<file path="config.mk">
export PLATFORM = sky130hd
export DESIGN_NAME = sdram_fb_arbiter
export DESIGN_NICKNAME = d
export VERILOG_FILES = /design/src/rtl/sdram_pkg.sv /design/src/rtl/fb_addr_gen.sv /design/src/rtl/sdram_fb_arbiter.sv
export SDC_FILE = /design/constraint.sdc
export NUM_CORES = 1
export LEC_CHECK = 0
export BUFFER_PORTS_ARGS = -buffer_cell sky130_fd_sc_hd__buf_2
export CORE_MARGIN = 5
export CORE_UTILIZATION = 45
export DETAILED_ROUTE_END_ITERATION = 6
export PLACE_DENSITY_LB_ADDON = 0.3
export SETUP_SLACK_MARGIN = 0.15
export SYNTH_ARGS = -nofsm -noshare
export SYNTH_HDL_FRONTEND = slang
export SYNTH_SLANG_ARGS = --single-unit
export TNS_END_PERCENT = 10
</file>
<file path="constraint.sdc">
create_clock -name clk -period 5 [get_ports clk]
set_input_delay 0.5 -clock clk [delete_from_list [all_inputs] [get_ports clk]]
set_output_delay 0.5 -clock clk [all_outputs]
set_load 0.01 [all_outputs]
</file>
<file path="src/rtl/sdram_pkg.sv">
// Shared types for the SDRAM frame-buffer arbiter: FSM encoding, address widths, wrap test.
// Pure declarations; no timing or flow control of its own.
package sdram_pkg;

   localparam int ADDR_W = 24;
   localparam int WORD_W = ADDR_W - 1;

   typedef enum logic [1:0] {
      ST_IDLE = 2'd0,
      ST_WR   = 2'd1,
      ST_RD   = 2'd2
   } state_t;

   typedef enum logic {
      GNT_WR = 1'b0,
      GNT_RD = 1'b1
   } grant_t;

   // Compare on the pre-update address, widened to 24 bits so the sum cannot overflow.
   function automatic logic burst_wraps(input logic [WORD_W-1:0] word,
                                        input int unsigned burst_len,
                                        input int unsigned max_addr);
      logic [ADDR_W-1:0] sum;
      sum = {1'b0, word} + ADDR_W'(burst_len);
      return sum >= ADDR_W'(max_addr);
   endfunction

endpackage

</file>
<file path="src/rtl/fb_addr_gen.sv">
// Frame-buffer burst address counter with wrap and ping-pong bank select.
// Updates one cycle after advance/load; load has priority and never stalls.
module fb_addr_gen
   import sdram_pkg::*;
#(
   parameter int unsigned MAX_ADDR  = 786432,
   parameter int unsigned BURST_LEN = 512
) (
   input  logic              clk,
   input  logic              rst_n,
   input  logic              advance,
   input  logic              load,
   input  logic              pingpang_en,
   input  logic              wrap_bank,
   output logic [ADDR_W-1:0] addr
);

   logic [WORD_W-1:0] word;
   logic              bank;

   assign addr = {bank, word};

   always_ff @(posedge clk or negedge rst_n) begin
      if (!rst_n) begin
         word <= '0;
         bank <= 1'b0;
      end else if (load) begin
         word <= '0;
         bank <= 1'b0;
      end else begin
         if (advance) begin
            if (burst_wraps(word, BURST_LEN, MAX_ADDR)) begin
               word <= '0;
               bank <= pingpang_en & wrap_bank;
            end else begin
               word <= word + WORD_W'(BURST_LEN);
            end
         end
         // Without ping-pong the bank bit is pinned to 0, even if it was set earlier.
         if (!pingpang_en) begin
            bank <= 1'b0;
         end
      end
   end

endmodule

</file>
<file path="src/rtl/sdram_fb_arbiter.sv">
// Round-robin arbiter between camera writes and VGA reads into an SDRAM frame buffer.
// Grant is registered (request one cycle after the IDLE decision) and held until burst_done.
module sdram_fb_arbiter
   import sdram_pkg::*;
#(
   parameter int unsigned MAX_ADDR  = 786432,
   parameter int unsigned BURST_LEN = 512,
   parameter int          FIFO_W    = 10
) (
   input  logic              clk,
   input  logic              rst_n,
   input  logic              sdram_init_done,
   input  logic [FIFO_W-1:0] wr_fifo_used,
   input  logic [FIFO_W-1:0] rd_fifo_used,
   input  logic              rd_valid,
   input  logic              pingpang_en,
   input  logic              wr_load,
   input  logic              rd_load,
   input  logic              burst_done,
   output logic              sdram_wr_req,
   output logic              sdram_rd_req,
   output logic [ADDR_W-1:0] sdram_wr_addr,
   output logic [ADDR_W-1:0] sdram_rd_addr,
   output logic              wr_frame_done
);

   state_t state;
   grant_t last_grant;
   logic   wr_pend;
   logic   rd_pend;
   logic   wr_adv;
   logic   rd_adv;

   assign wr_pend = 32'(wr_fifo_used) >= BURST_LEN;
   assign rd_pend = rd_valid && (32'(rd_fifo_used) < BURST_LEN);
   assign wr_adv  = (state == ST_WR) && burst_done;
   assign rd_adv  = (state == ST_RD) && burst_done;

   always_ff @(posedge clk or negedge rst_n) begin
      if (!rst_n) begin
         state        <= ST_IDLE;
         sdram_wr_req <= 1'b0;
         sdram_rd_req <= 1'b0;
         last_grant   <= GNT_RD;
      end else begin
         case (state)
            ST_IDLE: begin
               if (sdram_init_done && (wr_pend || rd_pend)) begin
                  if (wr_pend && (!rd_pend || last_grant == GNT_RD)) begin
                     state        <= ST_WR;
                     sdram_wr_req <= 1'b1;
                     last_grant   <= GNT_WR;
                  end else begin
                     state        <= ST_RD;
                     sdram_rd_req <= 1'b1;
                     last_grant   <= GNT_RD;
                  end
               end
            end
            ST_WR: begin
               if (burst_done) begin
                  state        <= ST_IDLE;
                  sdram_wr_req <= 1'b0;
               end
            end
            ST_RD: begin
               if (burst_done) begin
                  state        <= ST_IDLE;
                  sdram_rd_req <= 1'b0;
               end
            end
            default: begin
               state        <= ST_IDLE;
               sdram_wr_req <= 1'b0;
               sdram_rd_req <= 1'b0;
            end
         endcase
      end
   end

   // A load in the same cycle as the wrapping burst_done suppresses the frame pulse.
   always_ff @(posedge clk or negedge rst_n) begin
      if (!rst_n) begin
         wr_frame_done <= 1'b0;
      end else begin
         wr_frame_done <= wr_adv && !wr_load &&
                          burst_wraps(sdram_wr_addr[WORD_W-1:0], BURST_LEN, MAX_ADDR);
      end
   end

   fb_addr_gen #(
      .MAX_ADDR  (MAX_ADDR),
      .BURST_LEN (BURST_LEN)
   ) u_wr_addr (
      .clk         (clk),
      .rst_n       (rst_n),
      .advance     (wr_adv),
      .load        (wr_load),
      .pingpang_en (pingpang_en),
      .wrap_bank   (~sdram_wr_addr[ADDR_W-1]),
      .addr        (sdram_wr_addr)
   );

   // Reads always land on the bank the writer is not filling.
   fb_addr_gen #(
      .MAX_ADDR  (MAX_ADDR),
      .BURST_LEN (BURST_LEN)
   ) u_rd_addr (
      .clk         (clk),
      .rst_n       (rst_n),
      .advance     (rd_adv),
      .load        (rd_load),
      .pingpang_en (pingpang_en),
      .wrap_bank   (~sdram_wr_addr[ADDR_W-1]),
      .addr        (sdram_rd_addr)
   );

endmodule

</file>
== After elaboration in Yosys (flattened, before gate mapping) ==
Cells that the tools add are included.

* Reductions and logical operators: 21
* Bitwise gates (word level): 4
* Order comparisons: 4
* Equality and inequality tests: 12
* $add $sub $neg: 4
* Mux-type cells: 26

{| class="wikitable"
|+ Operators by type and width
! operator !! number
|-
| 23-bit 2-to-1 mux || 6
|-
| 23-bit by 10-bit adder with 24-bit output, second input constant || 2
|-
| 24-bit by 20-bit greater-or-equal comparator with 1-bit output, second input constant || 2
|-
| 23-bit by 10-bit adder with 23-bit output, second input constant || 2
|-
| 1-bit 2-to-1 mux || 14
|-
| 3-bit by 1-bit != test with 1-bit output, second input constant || 4
|-
| 10-bit greater-or-equal comparator, second input constant || 1
|-
| 10-bit < comparator, second input constant || 1
|-
| 2-bit != test, second input constant || 5
|-
| 2-bit AND reduction || 4
|-
| 4-bit AND reduction || 2
|-
| 1-bit logical AND || 7
|-
| 2-bit 2-to-1 mux || 3
|-
| 1-bit case mux with 3 select lines || 2
|-
| 2-bit case mux with 2 select lines || 1
|-
| 2-bit nonzero test || 2
|-
| 1-bit NOT || 3
|-
| 2-bit by 1-bit == test with 1-bit output, second input constant || 1
|-
| 2-bit == test, second input constant || 1
|-
| 1-bit zero test || 2
|-
| 2-bit zero test || 1
|-
| 1-bit logical OR || 2
|-
| 2-bit by 1-bit != test with 1-bit output, second input constant || 1
|-
| 2-bit OR reduction || 1
|-
| 1-bit AND || 1
|}

* Output and inout bits: 51
* Input bits: 28
* Logic and storage cells: 80
* Register bits after elaboration: 54

== Logic depth before layout (Yosys ltp) ==
Gate-level depths: netlist (run 1).

* Depth in word-level cells: 8
* Gate-level depth with buffers: 8
* Mapped depth without buffers: 7

== Modules after synthesis ==
From an unflattened synthesis (run 1), not the netlist that was laid out.

* Cells, all modules: 296
* Area, all modules: 2681.3 um^2

{| class="wikitable"
|+ Modules (own cells, without submodules)
! module !! times used !! cells each !! area each (um^2) !! sequential area each (um^2)
|-
| fb_addr_gen || 2 || 122 || 1107.3 || 375.4
|-
| sdram_fb_arbiter || 1 || 52 || 466.7 || 151.4
|}

== Worst setup path after synthesis (run 1) ==
Ideal clock, no wire load.

* Path type: flip-flop to flip-flop
* Start point: register u_wr_addr.word[9]
* End point: register u_wr_addr.word[18]
* Clock period less this slack: 2371 ps
* Arrival time: 2267 ps
* Library setup time: 104 ps
* Slack: 2629 ps
* Buffers on the path: 0
* Cell stages (with the launch flop): 8
* Data required time: 4896 ps
* Cell sequence: dfrtp_1 > ha_1 > nand3_1 > nor4_1 > mux2_2 > nor4_4 > nand2_4 > o311ai_1

* Longest elaborated chain between the ends: 5
* Elaborated cells on any way between the ends: 6
* Classes of those cells: add/sub: 2; order compare: 1; mux: 3

{| class="wikitable"
|+ Ends and longest elaborated chain
! item !! line !! text
|-
| from (decl) || fb_addr_gen.sv:18 || <nowiki>logic [WORD_W-1:0] word;</nowiki>
|-
| from (signal assigned) || fb_addr_gen.sv:36 || <nowiki>word <= word + WORD_W'(BURST_LEN);</nowiki>
|-
| 23-bit by 10-bit adder with 24-bit output || sdram_pkg.sv:24 || <nowiki>sum = {1'b0, word} + ADDR_W'(burst_len);</nowiki>
|-
| 24-bit by 20-bit greater-or-equal comparator with 1-bit output || sdram_pkg.sv:25 || <nowiki>return sum >= ADDR_W'(max_addr);</nowiki>
|-
| 23-bit 2-to-1 mux (*) || fb_addr_gen.sv:32 || <nowiki>if (burst_wraps(word, BURST_LEN, MAX_ADDR)) begin</nowiki>
|-
| 23-bit 2-to-1 mux (*) || fb_addr_gen.sv:31 || <nowiki>if (advance) begin</nowiki>
|-
| 23-bit 2-to-1 mux (*) || fb_addr_gen.sv:27 || <nowiki>end else if (load) begin</nowiki>
|}

Mark *: on every way between the ends. The rest lies on a longest branch, timed or not. The select of a mux whose other input is x is not followed.
A chain may end at the register's enable or synchronous reset.

== Worst setup path after layout (run 1) ==
* Start point: register u_wr_addr.word[9]
* End point: register u_wr_addr.word[17]

Same word-level chain as after synthesis.

==> results of run 1 <==
[cell families (layout without fill, tap and decap cells)]
logic type,Yosys count,count (layout),synth area share
AO/OA/AOI/OAI,53,53,0.1671
XOR/XNOR,1,1,0.003750
adder cells (fa/ha/maj),5,5,0.02678
buffers and inverters,35,59,0.09480
flip-flops,36,36,0.3862
multiplexers,6,6,0.02732
other,1,18,0.001605
AND/OR/NAND/NOR,113,113,0.2925
[power groups by stage]
stage	registers [mW]	clock network [mW]	logic (mW)
after floorplan	0.349	0	0.122
after global placement	0.346	0	0.161
after detailed placement	0.347	0	0.166
after CTS	0.342	0.234	0.166
after global routing	0.347	0.244	0.189
final	0.341	0.226	0.164
[sequential cells by signal, summed over array words and instances (netlist names)]
| register | flops |
|---|---|
| u_rd_addr.word | 14 |
| sdram_wr_req | 1 |
| sdram_rd_req | 1 |
| u_wr_addr.bank | 1 |
| last_grant | 1 |
| u_wr_addr.word | 14 |
| state | 2 |
| wr_frame_done | 1 |
| u_rd_addr.bank | 1 |
[metal layers]
metal,part of all wire,track usage
met5,0,0
met4,0.013,0.05482
met3,0.050,0.02961
met2,0.48,0.2722
met1,0.45,0.1961
[metrics by stage]
stage	utilization	power [mW]	cell area (um^2)
2_1_floorplan	-	0.4717	2400
3_3_place_gp	0.4946	0.5075	2510
3_5_place_dp	0.4946	0.5129	2510
4_1_cts	0.5143	0.7418	2610
5_1_grt	0.5143	0.7805	2610
6_report	0.5143	0.7316	2610
[cells in the final DEF (no fill, tap or decap), drive strengths merged, types with 7 or more instances in the layout]
cell type and n:
and2 7, clkbuf 8, nand3 10, buf 42, inv 9, nand4 13, a21oi 11, dfrtp 35
nor3 8, nand2 28, conb 18, nor2 10
[worst max-delay path, delay by kind of cell, from the launching register on]
family / cells / cell delay [ns]
adders and majority gates: 1 / 0.24
AOI/OAI and AO/OA: 1 / 0.32
muxes: 1 / 0.40
and+or+nand+nor: 4 / 1.48
DFF: 1 / 0.45
[worst min-delay path by stage]
stage / slack (ns) / depth (start not counted) / to
2_1_floorplan: 0.20 / 0 / sdram_rd_req
4_1_cts: 0.34 / 1 / u_wr_addr.word[18]
5_1_grt: 0.37 / 1 / u_wr_addr.bank
3_3_place_gp: 0.49 / 1 / sdram_rd_req
3_5_place_dp: 0.49 / 1 / sdram_rd_req
6_report: 0.31 / 1 / u_rd_addr.word[19]
[layout make-up]
| class | count | area, um^2 | area share |
|---|---|---|---|
| Inverter | 9 | 33.78 | 0.01294 |
| Timing Repair Buffer | 42 | 210.2 | 0.08054 |
| Clock buffer | 8 | 100.1 | 0.03835 |
| Tap cell | 70 | 87.58 | 0.03356 |
| Multi-Input combinational cell | 196 | 1276 | 0.4890 |
| Sequential cell | 36 | 902.1 | 0.3456 |
==> metrics, run 1 <==
reg-to-reg endpoint=u_wr_addr.word[17]; Critical Path Sink Type=flip-flop; PD cells=280.3 nW/um^2; number of DRC markers in iteration 0=105; EDFF count, synth=0; area leader, netlist=dfrtp_1; Yosys top cell area share=0.3749; Max-Cap Viols=0; Worst Reg-to-Reg Cells=7; H-tree Lvls=2; Post-Syn Instances=250; worst-path cell chain=ha_1, nand3_1, nor4_1, mux2_2, nor4_4, nand2_4, o311ai_1; remaining global-route overflow=0; Startpoint Class=flip-flop; Layout area overhead=11.73%; setup violators final=0; most frequent cell after synthesis=dfrtp_1; maximum vdd drop=0.1708 mV; P_int=508.5 uW; CTS tree=done; Post-Syn Area per Cell=9.344 um^2; worst setup margin=2.009 ns; CP arrival=3.17 ns; Vias/cell=5.457; Tmin final=2.991 ns; Worst-Margin Slew=1.022 ns; HPWL after DPL=3.570 mm; drt pass-1 iters=6; drt drc=0; max frequency=334.3 MHz; Die Wd=82.05 um; vias post-DR=1970; global-route wire length before repair=8.383 mm; CP max-delay cell=nor4_4; vias in the first global route=1884; Non-Filler Instances=361; hold_buf cts=0; clk_lat worst skew=0.29 ns; nets=323; FF-to-FF Start=u_wr_addr.word[9]; status=finished, final reports clean; Die H=82.05 um; top cells by count, synth=35 x dfrtp_1, 26 x nand2_1, 20 x buf_4; sequential share of power=0.467; Synth Warn #=0; synth unique cells=60; type of the worst setup path=flip-flop to flip-flop; async set-reset flop share out of synthesis=1.000; final hold violation count=0; Main synth FF type=dfrtp_1; pre-CTS WS=1.980 ns; postcts setup bufs=0; port bufs=42; Clock Path Buffers=2; Final Max Tran Viols=0; Fin Setup TNS=0 ns; Critical Path RT=5.18 ns; std cell rows=26; #FFs+latches synth=36; Avg WL per Cell=13.82 um; Die ar.=6732 um^2; fin crit share=0.5982; leakage power total=1.229 nW; Max stage delay on crit path=0.79 ns; Total GRT Usage=0.1578; Slew HR=0.3186; fill cell count=497; mapped cell area=2336 um^2; GPL Wtd Cong=0.7793; reg2reg setup slack=2.01 ns; Root Driver=clkbuf_8; CTS Buf Count=5; initial antenna violation count=0; total core area=5075 um^2; share of cells above drive strength 1=0.2405; Clock transition at path regs=0.07 ns; post-CTS sizing=0; Clk pwr share=0.309; beginning of the critical path=u_wr_addr.word[9]; WHS=0.3056 ns; Switching Power=223.1 uW; clk sinks=36; number of diodes=0; placed cells=353; min-delay worst type=primary input to asynchronous set/reset pin; Initial Util=0.4603; crit path to=u_wr_addr.word[17]; critical path peak fanout=16; Post-Route WL=4.990 mm; top post-synthesis cells by area=dfrtp_1 37%, buf_4 6.4%, nand2_1 4.2%; largest net degree at the start of global routing=37; clk_skew=0.007270 ns; IO Pins=79; part of the power in combinational logic=0.224; post-route ant nets=0; sequential-to-total area share from yosys stat=0.3862; switching share of power=0.3049; RSZ-0062 raised after global routing=no
Power figures use the tool's default switching activity.
==> run 2, diff against run 1 <==
Clock period 5 ns to 2.6 ns, I/O delays scaled along.
==> metrics, run 2 (synthesized netlist as in run 1, its figures left out) <==
type of the worst setup path=flip-flop to flip-flop; port bufs=42; HPWL after DPL=3.646 mm; setup violators final=0; number of diodes=0; clk sinks=36; CTS Buf Count=5; drt drc=0; Vias/cell=5.446; critical path peak fanout=13; vias post-DR=2026; nets=334; hold_buf cts=0; std cell rows=26; Root Driver=clkbuf_8; Layout area overhead=15.53%; leakage power total=1.281 nW; RSZ-0062 raised after global routing=yes; Tot Pwr=1.403 mW; CP arrival=2.64 ns; maximum vdd drop=0.2849 mV; number of DRC markers in iteration 0=96; Fin Setup TNS=0 ns; Regs by FF count=u_rd_addr.word: 14 flops, u_wr_addr.word: 14 flops, state: 2 flops; drt pass-1 iters=4; commonest non-fill, non-tap cells in the layout=42 x buf_2, 34 x dfrtp_1, 26 x nand2_1; Critical Path RT=2.83 ns; remaining global-route overflow=0; status=finished, final reports clean; Die ar.=6732 um^2; share of cells above drive strength 1=0.2748; Total GRT Usage=0.1662; Final Max Tran Viols=0; Post-Route WL=5.115 mm; Tmin final=2.406 ns; PD cells=519.8 nW/um^2; H-tree Lvls=2; Slew HR=0.4525; Startpoint Class=flip-flop; clk_lat worst skew=0.29 ns; Worst-Margin Slew=0.8212 ns; max frequency=415.6 MHz; vias in the first global route=1922; CTS tree=done; Clock transition at path regs=0.07 ns; post-route ant nets=0; most common cell after layout, fill and taps aside=buf_2; Initial Util=0.4603; Clock Path Buffers=2; final hold violation count=0; Die H=82.05 um; total core area=5075 um^2; min-delay worst type=primary input to asynchronous set/reset pin; IO Pins=79; fin crit share=0.9255; clk_skew=0.006841 ns; Critical Path Sink Type=flip-flop; global-route wire length before repair=8.818 mm; Avg WL per Cell=13.75 um; GPL Wtd Cong=0.8146; Die Wd=82.05 um; initial antenna violation count=0; Max-Cap Viols=0; largest net degree at the start of global routing=37
## run 2: critical path, cell delays in order (launching register included)
cell	delay (ns)
dfrtp_1	0.49
nand3_4	0.17
nor4_1	0.34
mux2_2	0.37
a211o_2	0.44
nor3_4	0.24
buf_12	0.15
a31o_2	0.15
## run 2: layout make-up
| class | instances | area (um^2) |
|---|---|---|
| Clock buffer | 6 | 82.58 |
| Tap cell | 70 | 87.58 |
| Timing Repair Buffer | 53 | 305.3 |
| Sequential cell | 36 | 903.4 |
| Inverter | 9 | 33.78 |
| Clock inverter | 2 | 10.01 |
| Fill cell | 472 | 2376 |
| Multi-Input combinational cell | 196 | 1276 |
## run 2: layer usage
metal | wire (um) | up-vias | global-route usage
met3 | 275 | 8 | 0.03728
met1 | 2358 | 967 | 0.2186
li1 | - | 997 | -
met5 | 0 | - | 0
met2 | 2385 | 54 | 0.2633
met4 | 95 | 0 | 0.06645
## run 2: path summary, 6_finish.rpt
path | start | end | slack, ns | cells after the start
setup reg to reg | u_rd_addr.word[11] | u_rd_addr.word[18] | 0.19 | 7
hold reg to reg | sdram_rd_req | sdram_rd_req | 0.51 | 1
max in group asynchronous | rst_n | u_wr_addr.word[9] | 1.98 | 1
setup / recovery | u_rd_addr.word[11] | u_rd_addr.word[18] | 0.19 | 7
min in group clk | wr_load | wr_frame_done | 0.17 | 2
hold / removal | rst_n | u_rd_addr.word[19] | 0.06 | 1
## run 2: what timing repair did
action / in CTS / in global routing
resized for setup: 0 / 1
endpoints found under the setup margin: 0 / 21
buffers inserted: 0 / 1
## run 2: per-stage QoR
step           hold WS [ns]  utilization  setup WS [ns]  std cells  instance area [um^2]
2_1_floorplan      -0.03559            -         0.2295        267                  2400
3_3_place_gp         0.4030       0.5094         0.2121        363                  2585
3_5_place_dp         0.4159       0.5094         0.1563        363                  2585
4_1_cts             0.08856       0.5276         0.1655        371                  2678
5_1_grt              0.1404       0.5318        0.06198        372                  2699
6_report            0.06071       0.5318         0.1936        372                  2699
## run 2: report_power, final
part	total, mW	switching, mW	internal (mW)
Sequential	0.656	0.0442	0.612
Combinational	0.330	0.194	0.136
Clock	0.417	0.205	0.211
Total	1.40	0.443	0.960
